===== src/rtl/forward_hazard_unit.sv =====
// Forwarding and hazard control for a classic 5-stage in-order pipeline.
// Tracks the instructions in EX, MEM and WB, selects EX operand bypasses,
// detects load-use hazards and data-memory wait states, and counts IF/ID
// stall cycles. Control outputs are combinational from the tracked state and
// the current-cycle ID/memory inputs so the pipeline can react in the same
// cycle; the operand selects depend on tracked state only.
module forward_hazard_unit #(
    parameter int REG_ADDR_W = 5,
    parameter int NUM_SRC    = 2,
    parameter int CNT_W      = 16
) (
    input  logic                            clk,
    input  logic                            arst_n,
    input  logic                            id_valid,
    input  logic [NUM_SRC*REG_ADDR_W-1:0]   id_rs,
    input  logic [REG_ADDR_W-1:0]           id_rd,
    input  logic                            id_reg_write,
    input  logic                            id_mem_read,
    input  logic                            flush,
    input  logic                            mem_ready,
    output logic [2*NUM_SRC-1:0]            fwd_sel,
    output logic                            stall_if_id,
    output logic                            bubble_id_ex,
    output logic                            freeze_pipe,
    output logic [CNT_W-1:0]                stall_cnt
);

    typedef enum logic [0:0] {
        ST_RUN      = 1'b0,
        ST_MEM_WAIT = 1'b1
    } state_t;

    localparam logic [REG_ADDR_W-1:0] ZERO_ADDR = {REG_ADDR_W{1'b0}};
    localparam logic [CNT_W-1:0]      CNT_MAX   = {CNT_W{1'b1}};
    localparam logic [CNT_W-1:0]      CNT_ONE   = {{(CNT_W-1){1'b0}}, 1'b1};

    // Pipeline records: source addresses are only needed while in EX.
    logic                          ex_valid_r;
    logic [REG_ADDR_W-1:0]         ex_rd_r;
    logic                          ex_reg_write_r;
    logic                          ex_mem_read_r;
    logic [NUM_SRC*REG_ADDR_W-1:0] ex_rs_r;

    logic                          mem_valid_r;
    logic [REG_ADDR_W-1:0]         mem_rd_r;
    logic                          mem_reg_write_r;
    logic                          mem_mem_read_r;

    logic                          wb_valid_r;
    logic [REG_ADDR_W-1:0]         wb_rd_r;
    logic                          wb_reg_write_r;

    state_t                        state_r;
    logic                          flush_pending_r;
    logic [CNT_W-1:0]              stall_cnt_r;

    logic                          mem_load_s;
    logic                          mem_wait_s;
    logic                          flush_eff_s;
    logic                          load_use_s;
    logic                          stall_s;
    logic                          bubble_s;
    logic [2*NUM_SRC-1:0]          fwd_sel_s;

    // A record produces register a when it is live, writes, and a is not x0.
    function automatic logic hit(
        input logic                  v,
        input logic                  we,
        input logic [REG_ADDR_W-1:0] rd,
        input logic [REG_ADDR_W-1:0] a
    );
        hit = v & we & (rd != ZERO_ADDR) & (rd == a);
    endfunction

    // Hazard detection: memory wait dominates, then flush, then load-use.
    always_comb begin
        // While in MEM_WAIT the record in MEM is a frozen load by construction.
        mem_load_s  = (state_r == ST_MEM_WAIT) | (mem_valid_r & mem_mem_read_r);
        mem_wait_s  = mem_load_s & ~mem_ready;
        flush_eff_s = flush | flush_pending_r;
        load_use_s  = 1'b0;
        for (int i = 0; i < NUM_SRC; i++) begin
            if (id_valid & ex_mem_read_r &
                hit(ex_valid_r, ex_reg_write_r, ex_rd_r, id_rs[i*REG_ADDR_W +: REG_ADDR_W])) begin
                load_use_s = 1'b1;
            end else begin
                load_use_s = load_use_s;
            end
        end
        stall_s  = mem_wait_s | (load_use_s & ~flush_eff_s);
        bubble_s = load_use_s & ~mem_wait_s & ~flush_eff_s;
    end

    // Operand bypass selection; the younger producer in MEM wins over WB,
    // except a load in MEM whose data is not yet available.
    always_comb begin
        fwd_sel_s = {(2*NUM_SRC){1'b0}};
        for (int i = 0; i < NUM_SRC; i++) begin
            if (!ex_valid_r) begin
                fwd_sel_s[2*i +: 2] = 2'b00;
            end else if (hit(mem_valid_r, mem_reg_write_r, mem_rd_r,
                             ex_rs_r[i*REG_ADDR_W +: REG_ADDR_W]) & ~mem_mem_read_r) begin
                fwd_sel_s[2*i +: 2] = 2'b10;
            end else if (hit(wb_valid_r, wb_reg_write_r, wb_rd_r,
                             ex_rs_r[i*REG_ADDR_W +: REG_ADDR_W])) begin
                fwd_sel_s[2*i +: 2] = 2'b01;
            end else begin
                fwd_sel_s[2*i +: 2] = 2'b00;
            end
        end
    end

    // Record pipeline: shift on advance, hold everything while frozen.
    always_ff @(posedge clk or negedge arst_n) begin
        if (!arst_n) begin
            ex_valid_r      <= 1'b0;
            ex_rd_r         <= ZERO_ADDR;
            ex_reg_write_r  <= 1'b0;
            ex_mem_read_r   <= 1'b0;
            ex_rs_r         <= {(NUM_SRC*REG_ADDR_W){1'b0}};
            mem_valid_r     <= 1'b0;
            mem_rd_r        <= ZERO_ADDR;
            mem_reg_write_r <= 1'b0;
            mem_mem_read_r  <= 1'b0;
            wb_valid_r      <= 1'b0;
            wb_rd_r         <= ZERO_ADDR;
            wb_reg_write_r  <= 1'b0;
        end else if (!mem_wait_s) begin
            wb_valid_r      <= mem_valid_r;
            wb_rd_r         <= mem_rd_r;
            wb_reg_write_r  <= mem_reg_write_r;
            mem_valid_r     <= ex_valid_r;
            mem_rd_r        <= ex_rd_r;
            mem_reg_write_r <= ex_reg_write_r;
            mem_mem_read_r  <= ex_mem_read_r;
            // Fields are captured unconditionally; only valid gates their use.
            ex_valid_r      <= id_valid & ~bubble_s & ~flush_eff_s;
            ex_rd_r         <= id_rd;
            ex_reg_write_r  <= id_reg_write;
            ex_mem_read_r   <= id_mem_read;
            ex_rs_r         <= id_rs;
        end
    end

    // Run / memory-wait state machine and remembered flush across a freeze.
    always_ff @(posedge clk or negedge arst_n) begin
        if (!arst_n) begin
            state_r         <= ST_RUN;
            flush_pending_r <= 1'b0;
        end else begin
            case (state_r)
                ST_RUN: begin
                    if (mem_wait_s) begin
                        state_r <= ST_MEM_WAIT;
                    end else begin
                        state_r <= ST_RUN;
                    end
                end
                ST_MEM_WAIT: begin
                    if (mem_ready) begin
                        state_r <= ST_RUN;
                    end else begin
                        state_r <= ST_MEM_WAIT;
                    end
                end
                default: state_r <= ST_RUN;
            endcase
            if (mem_wait_s) begin
                flush_pending_r <= flush_pending_r | flush;
            end else begin
                flush_pending_r <= 1'b0;
            end
        end
    end

    // Saturating count of IF/ID stall cycles.
    always_ff @(posedge clk or negedge arst_n) begin
        if (!arst_n) begin
            stall_cnt_r <= {CNT_W{1'b0}};
        end else if (stall_s && (stall_cnt_r != CNT_MAX)) begin
            stall_cnt_r <= stall_cnt_r + CNT_ONE;
        end
    end

    assign fwd_sel      = fwd_sel_s;
    assign stall_if_id  = stall_s;
    assign bubble_id_ex = bubble_s;
    assign freeze_pipe  = mem_wait_s;
    assign stall_cnt    = stall_cnt_r;

endmodule


===== config.mk =====
export PLATFORM = sky130hd
export DESIGN_NAME = forward_hazard_unit
export DESIGN_NICKNAME = d
export VERILOG_FILES = /design/src/rtl/forward_hazard_unit.sv
export SDC_FILE = /design/constraint.sdc
export NUM_CORES = 1
export LEC_CHECK = 0
export BUFFER_PORTS_ARGS = -buffer_cell sky130_fd_sc_hd__buf_4
export CAP_MARGIN = 20
export CORE_MARGIN = 5
export CORE_UTILIZATION = 40
export DETAILED_ROUTE_END_ITERATION = 8
export HOLD_SLACK_MARGIN = 0.15
export SETUP_SLACK_MARGIN = 0.1
export SYNTH_ARGS = -nofsm -noshare
export SYNTH_HDL_FRONTEND = slang
export SYNTH_SLANG_ARGS = --single-unit

===== constraint.sdc =====
create_clock -name clk -period 2.6 [get_ports clk]
set_clock_uncertainty 0.1 [all_clocks]
set_input_delay 0.52 -clock clk [delete_from_list [all_inputs] [get_ports clk]]
set_output_delay 0.52 -clock clk [all_outputs]
set_load 0.1 [all_outputs]

* Yosys cells after proc, flatten, opt, wreduce, memory -nomap -nowiden
Index checks and enable logic that the tools add are counted.
** Cells by class
- Equal/unequal tests :: 7
- Multiplexer cells :: 12
- Add/subtract/negate cells :: 1
- Reductions and logical operators :: 4
- Bitwise gates (word level) :: 33
** Operators by type and width (number)
- $eq A5 B5 Y1 :: 6
- $and A1 B1 Y1 :: 24
- $add A16 B1 Y16 const B :: 1
- $ne A16 B16 Y1 const B :: 1
- $reduce_bool A5 Y1 :: 3
- $mux W2 :: 4
- $mux W1 :: 7
- $not A1 Y1 :: 6
- $or A1 B1 Y1 :: 3
- $pmux W1 S2 :: 1
- $logic_and A1 B1 Y1 :: 1
** Word-level totals
- Logic and storage cells :: 72
- Flip-flop bits (word level) :: 51
- Output and inout bits :: 23
- Input bits :: 22

* Logic depth before layout (Yosys ltp)
- Word-level depth :: 11
- Depth in mapped cells :: 7
- Mapped depth without buffers :: 6

* Worst setup path before layout
Ideal clock, no wire load.
- Kind :: register to output
- From :: register mem_rd_r[1]
- To :: output port fwd_sel[0]
- Stages on the path, launching flop included :: 5
- Path slack :: -2168 ps
- Buffers on the path :: 0
- Arrival time :: 4148 ps
- Required time :: 1980 ps
- Cell sequence :: dfrtp_1 > or4_1 > o21ai_0 > nor4_1 > nor4_1
** On the way
- Longest elaborated chain between the ends :: 6
- Elaborated cells on any way between the ends :: 7
- Classes of those cells :: eq/ne: 1; mux: 2; bitwise: 3; reduce/logical: 1
** Ends and longest elaborated chain
- start, declared :: line 45 : logic [REG_ADDR_W-1:0] mem_rd_r;
- start signal, assigned :: line 133 : mem_rd_r <= ex_rd_r;
- $reduce_bool A5 Y1 :: line 72 : hit = v & we & (rd != ZERO_ADDR) & (rd == a);
- $and A1 B1 Y1 :: line 72
- $and A1 B1 Y1 (*) :: line 72
- $and A1 B1 Y1 (*) :: line 102 : ex_rs_r[i*REG_ADDR_W +: REG_ADDR_W]) & ~mem_mem_read_r) begin
- $mux W2 (*) :: line 101 : end else if (hit(mem_valid_r, mem_reg_write_r, mem_rd_r,
- $mux W2 (*) :: line 99 : if (!ex_valid_r) begin
- end, declared :: line 21 : output logic [2*NUM_SRC-1:0] fwd_sel,
Mark *: on every way between the ends. The rest lies on a longest branch, timed or not.

* Worst setup path after layout
- From :: register wb_rd_r[3]
- To :: output port fwd_sel[0]
** On the way
- Longest elaborated chain between the ends :: 6
- Elaborated cells on any way between the ends :: 7
- Classes of those cells :: eq/ne: 1; mux: 3; bitwise: 2; reduce/logical: 1
** Ends and longest elaborated chain
- start, declared :: line 50 : logic [REG_ADDR_W-1:0] wb_rd_r;
- start signal, assigned :: line 130 : wb_rd_r <= mem_rd_r;
- $reduce_bool A5 Y1 :: line 72
- $and A1 B1 Y1 :: line 72
- $and A1 B1 Y1 (*) :: line 72
- $mux W1 (*) :: line 104 : end else if (hit(wb_valid_r, wb_reg_write_r, wb_rd_r,
- $mux W2 (*) :: line 101
- $mux W2 (*) :: line 99
Marked as above.

==> results.sh <==
export IMPL_status="finished with violations"
export IMPL_violations="setup timing"
export IMPL_yosysTopAreaCellShare_pct=50.2
export IMPL_start_util_pct=40.5
export IMPL_grt_pass1_vias=1848
export IMPL_drtIter0Drc=60
export IMPL_syn_area_per_cell_um2=12.2
export IMPL_clk_pin_slew_ns=0.08
export IMPL_drc_errors=0
export IMPL_start_kind="register"
export IMPL_clockBufferDepth=2
export IMPL_rsz0062_at_grt="true"
export IMPL_drtPass1Iterations=4
export IMPL_ir_worst_vdd_mv=0.749
export IMPL_crit_type="reg -> out"
export IMPL_core_area_um2=6280
export IMPL_synth_edff_count=0
export IMPL_die_w_um=89.7
export IMPL_finalMaxSlewViolations=0
export IMPL_placed_cells=328
export IMPL_avgViaCountPerCell=5.12
export IMPL_worstSetupEndpointType="output pin"
export IMPL_nets=295
export IMPL_cts_hold_buffers=0
export IMPL_use_met3_pct=3.01
export IMPL_tritoncts="built"
export IMPL_io_pins=45
export IMPL_grt_max_degree=52
export IMPL_finalWorstSetupSlack_ns=-0.0616
export IMPL_clock_sinks=51
export IMPL_ys_types=38
export IMPL_grt_pass1_wl_mm=9.41
export IMPL_synth_area_um2=2540
export IMPL_setup_viol=2
export IMPL_cts_root_buf="clkbuf_8"
export IMPL_ys_flop_type="dfrtp_1"
export IMPL_die_area_um2=8050
export IMPL_hpwl_mm=4.00
export IMPL_wl_per_cell_um=16.2
export IMPL_antenna_found_initial=0
export IMPL_syn_nets=232
export IMPL_cp_data_arrival_time_ns=2.04
export IMPL_final_min_clock_period_ns=2.66
export IMPL_yosysSeqAreaShare_pct=50.2
export IMPL_num_antenna_cells=0
export IMPL_use_met2_pct=21.5
export IMPL_io_buffers=44
export IMPL_worstHoldPathType="in -> async"
export IMPL_finalCritPeriodShare_pct=102
export IMPL_drive_above_1_share_pct=48.4
export IMPL_final_common_cell="buf_4"
export IMPL_ys_ff_latch=51
export IMPL_cts_buffers=5
export IMPL_finalWirelength_mm=5.67
export IMPL_power_total_uw=2470
export IMPL_powerDensity_nw_per_um2=734
export IMPL_cp_required_ns=1.98
export IMPL_fmax_mhz=376
export IMPL_worst_slew_pin_slew_ns=0.659
export IMPL_fillCellCount=571
export IMPL_gp_congestion=0.860
export IMPL_grt_busiest_layer="met2"
export IMPL_grt_ovfl_total=0
export IMPL_synthTopCellsByArea="dfrtp_1 50%, mux2_2 14%, xor2_1 7.9%"
export IMPL_final_cells=350
export IMPL_grt_util_all_layers_pct=14.2
export IMPL_mostFrequentLayoutCells="55 x buf_4, 47 x dfrtp_1, 32 x mux2_2"
export IMPL_insertion_delay_ns=0.31
export IMPL_vias=1791
export IMPL_ys_warn_count=0
export IMPL_gr_usage_met1_pct=20.0
export IMPL_max_cap_viol_count=0
export IMPL_multiInputGateArea_um2=1340
export IMPL_synth_cells=209
export IMPL_rows=29
export IMPL_htree_levels=2
export IMPL_area_growth_pct=32.4
export IMPL_slew_headroom_pct=56.1
export IMPL_finalHoldViolCount=0
export IMPL_postRouteAntennaNets=0
export IMPL_yosysTopAreaCell="dfrtp_1"
export IMPL_cp_max_fo=4
export IMPL_p_leak_uw=0.00143
export IMPL_synthArstFlopShare_pct=100
export IMPL_fp_dieH_um=89.7
export IMPL_seqCellArea_um2=1280
-- logic make-up after synthesis --
family / after synthesis / synth area share [%]
adders and majority gates: 1 / 0.492
muxes: 34 / 15.2
xor gates and xnor gates: 42 / 14.5
and+or+nand+nor: 61 / 14.1
AOI/OAI and AO/OA: 11 / 3.35
DFF: 51 / 50.2
buffers and inverters: 9 / 2.21
-- metrics by stage --
step	cell area, µm²	worst slack (ns)	setup TNS, ns	hold slack (ns)	util, %
final	3370	-0.0616	-0.0841	0.139	53.6
after global routing	3370	-0.121	-0.249	0.195	53.6
after CTS	3260	-0.0571	-0.0571	0.161	51.9
after detailed placement	3010	0.153	0	0.391	47.9
after global placement	3010	0.139	0	0.369	47.9
after floorplan	2610	-0.290	-0.526	0.124	-
-- power by group --
part | switching, µW | internal [µW]
sequential | 147 | 912
combinational | 546 | 326
clock | 253 | 288
-- Yosys cell counts (2+ instances only) --
library cell	instances
dfrtp_1	51
mux2_2	32
xor2_1	23
xnor2_1	19
nand3_1	9
nor2_1	9
nand2_1	8
nand4_1	6
nor3_1	5
buf_2	4
nor3_2	4
a21oi_1	3
and3_1	3
inv_1	3
nor4_1	3
or4_1	3
and2_1	2
o21ai_0	2
-- registers in the layout, summed over array words and instances (netlist names) --
name	flops
stall_cnt	16
mem_valid_r	1
wb_rd_r	5
flush_pending_r	1
mem_reg_write_r	1
ex_mem_read_r	1
wb_reg_write_r	1
mem_mem_read_r	1
ex_valid_r	1
ex_rs_r	10
wb_valid_r	1
ex_reg_write_r	1
mem_rd_r	5
ex_rd_r	5
state_r	1
-- worst paths after layout --
path	to	cells after the start	start	slack, ns
worst max-delay path	fwd_sel[0]	5	wb_rd_r[3]$_DFFE_PN0N_	-0.06
max in group asynchronous	wb_rd_r[4]$_DFFE_PN0N_	1	arst_n	1.78
worst min-delay path	wb_rd_r[3]$_DFFE_PN0N_	1	arst_n	0.14
worst min register to register	stall_cnt[12]$_DFFE_PN0P_	1	stall_cnt[12]$_DFFE_PN0P_	0.40
min in group clk	ex_rd_r[2]$_DFFE_PN0N_	2	id_rd[2]	0.35
worst max register to register	stall_cnt[1]$_DFFE_PN0P_	7	ex_rd_r[2]$_DFFE_PN0N_	0.51
-- repair_timing --
item                       4_1_cts  5_1_grt
pin swaps                        4       12
resized for setup               15       17
setup endpoints to repair        4        6
setup buffers                    9        5
-- cell type report --
type | count | area share [%]
Tap cell | 77 | 2.86
Clock inverter | 1 | 0.892
Clock buffer | 7 | 2.27
Inverter | 3 | 0.446
Timing Repair Buffer | 62 | 15.6
Sequential cell | 51 | 38.1
Multi-Input combinational cell | 149 | 39.8
-- worst max-delay path, stage by stage (launching register included) --
cell and delay, ns:
dfrtp_1 0.43, or4_4 0.17, o2111ai_4 0.14, or4_4 0.46
nor4_4 0.29, buf_6 0.26
-- layer usage --
| metal | vias up | wire (µm) | part of all wire, % |
|---|---|---|---|
| li1 | 859 | - | - |
| met1 | 895 | 2790 | 49 |
| met2 | 30 | 2620 | 46 |
| met3 | 7 | 197 | 3.5 |
| met4 | 0 | 68 | 1.2 |
| met5 | - | 0 | 0 |
No activity file was read; power rests on OpenSTA's default activity.
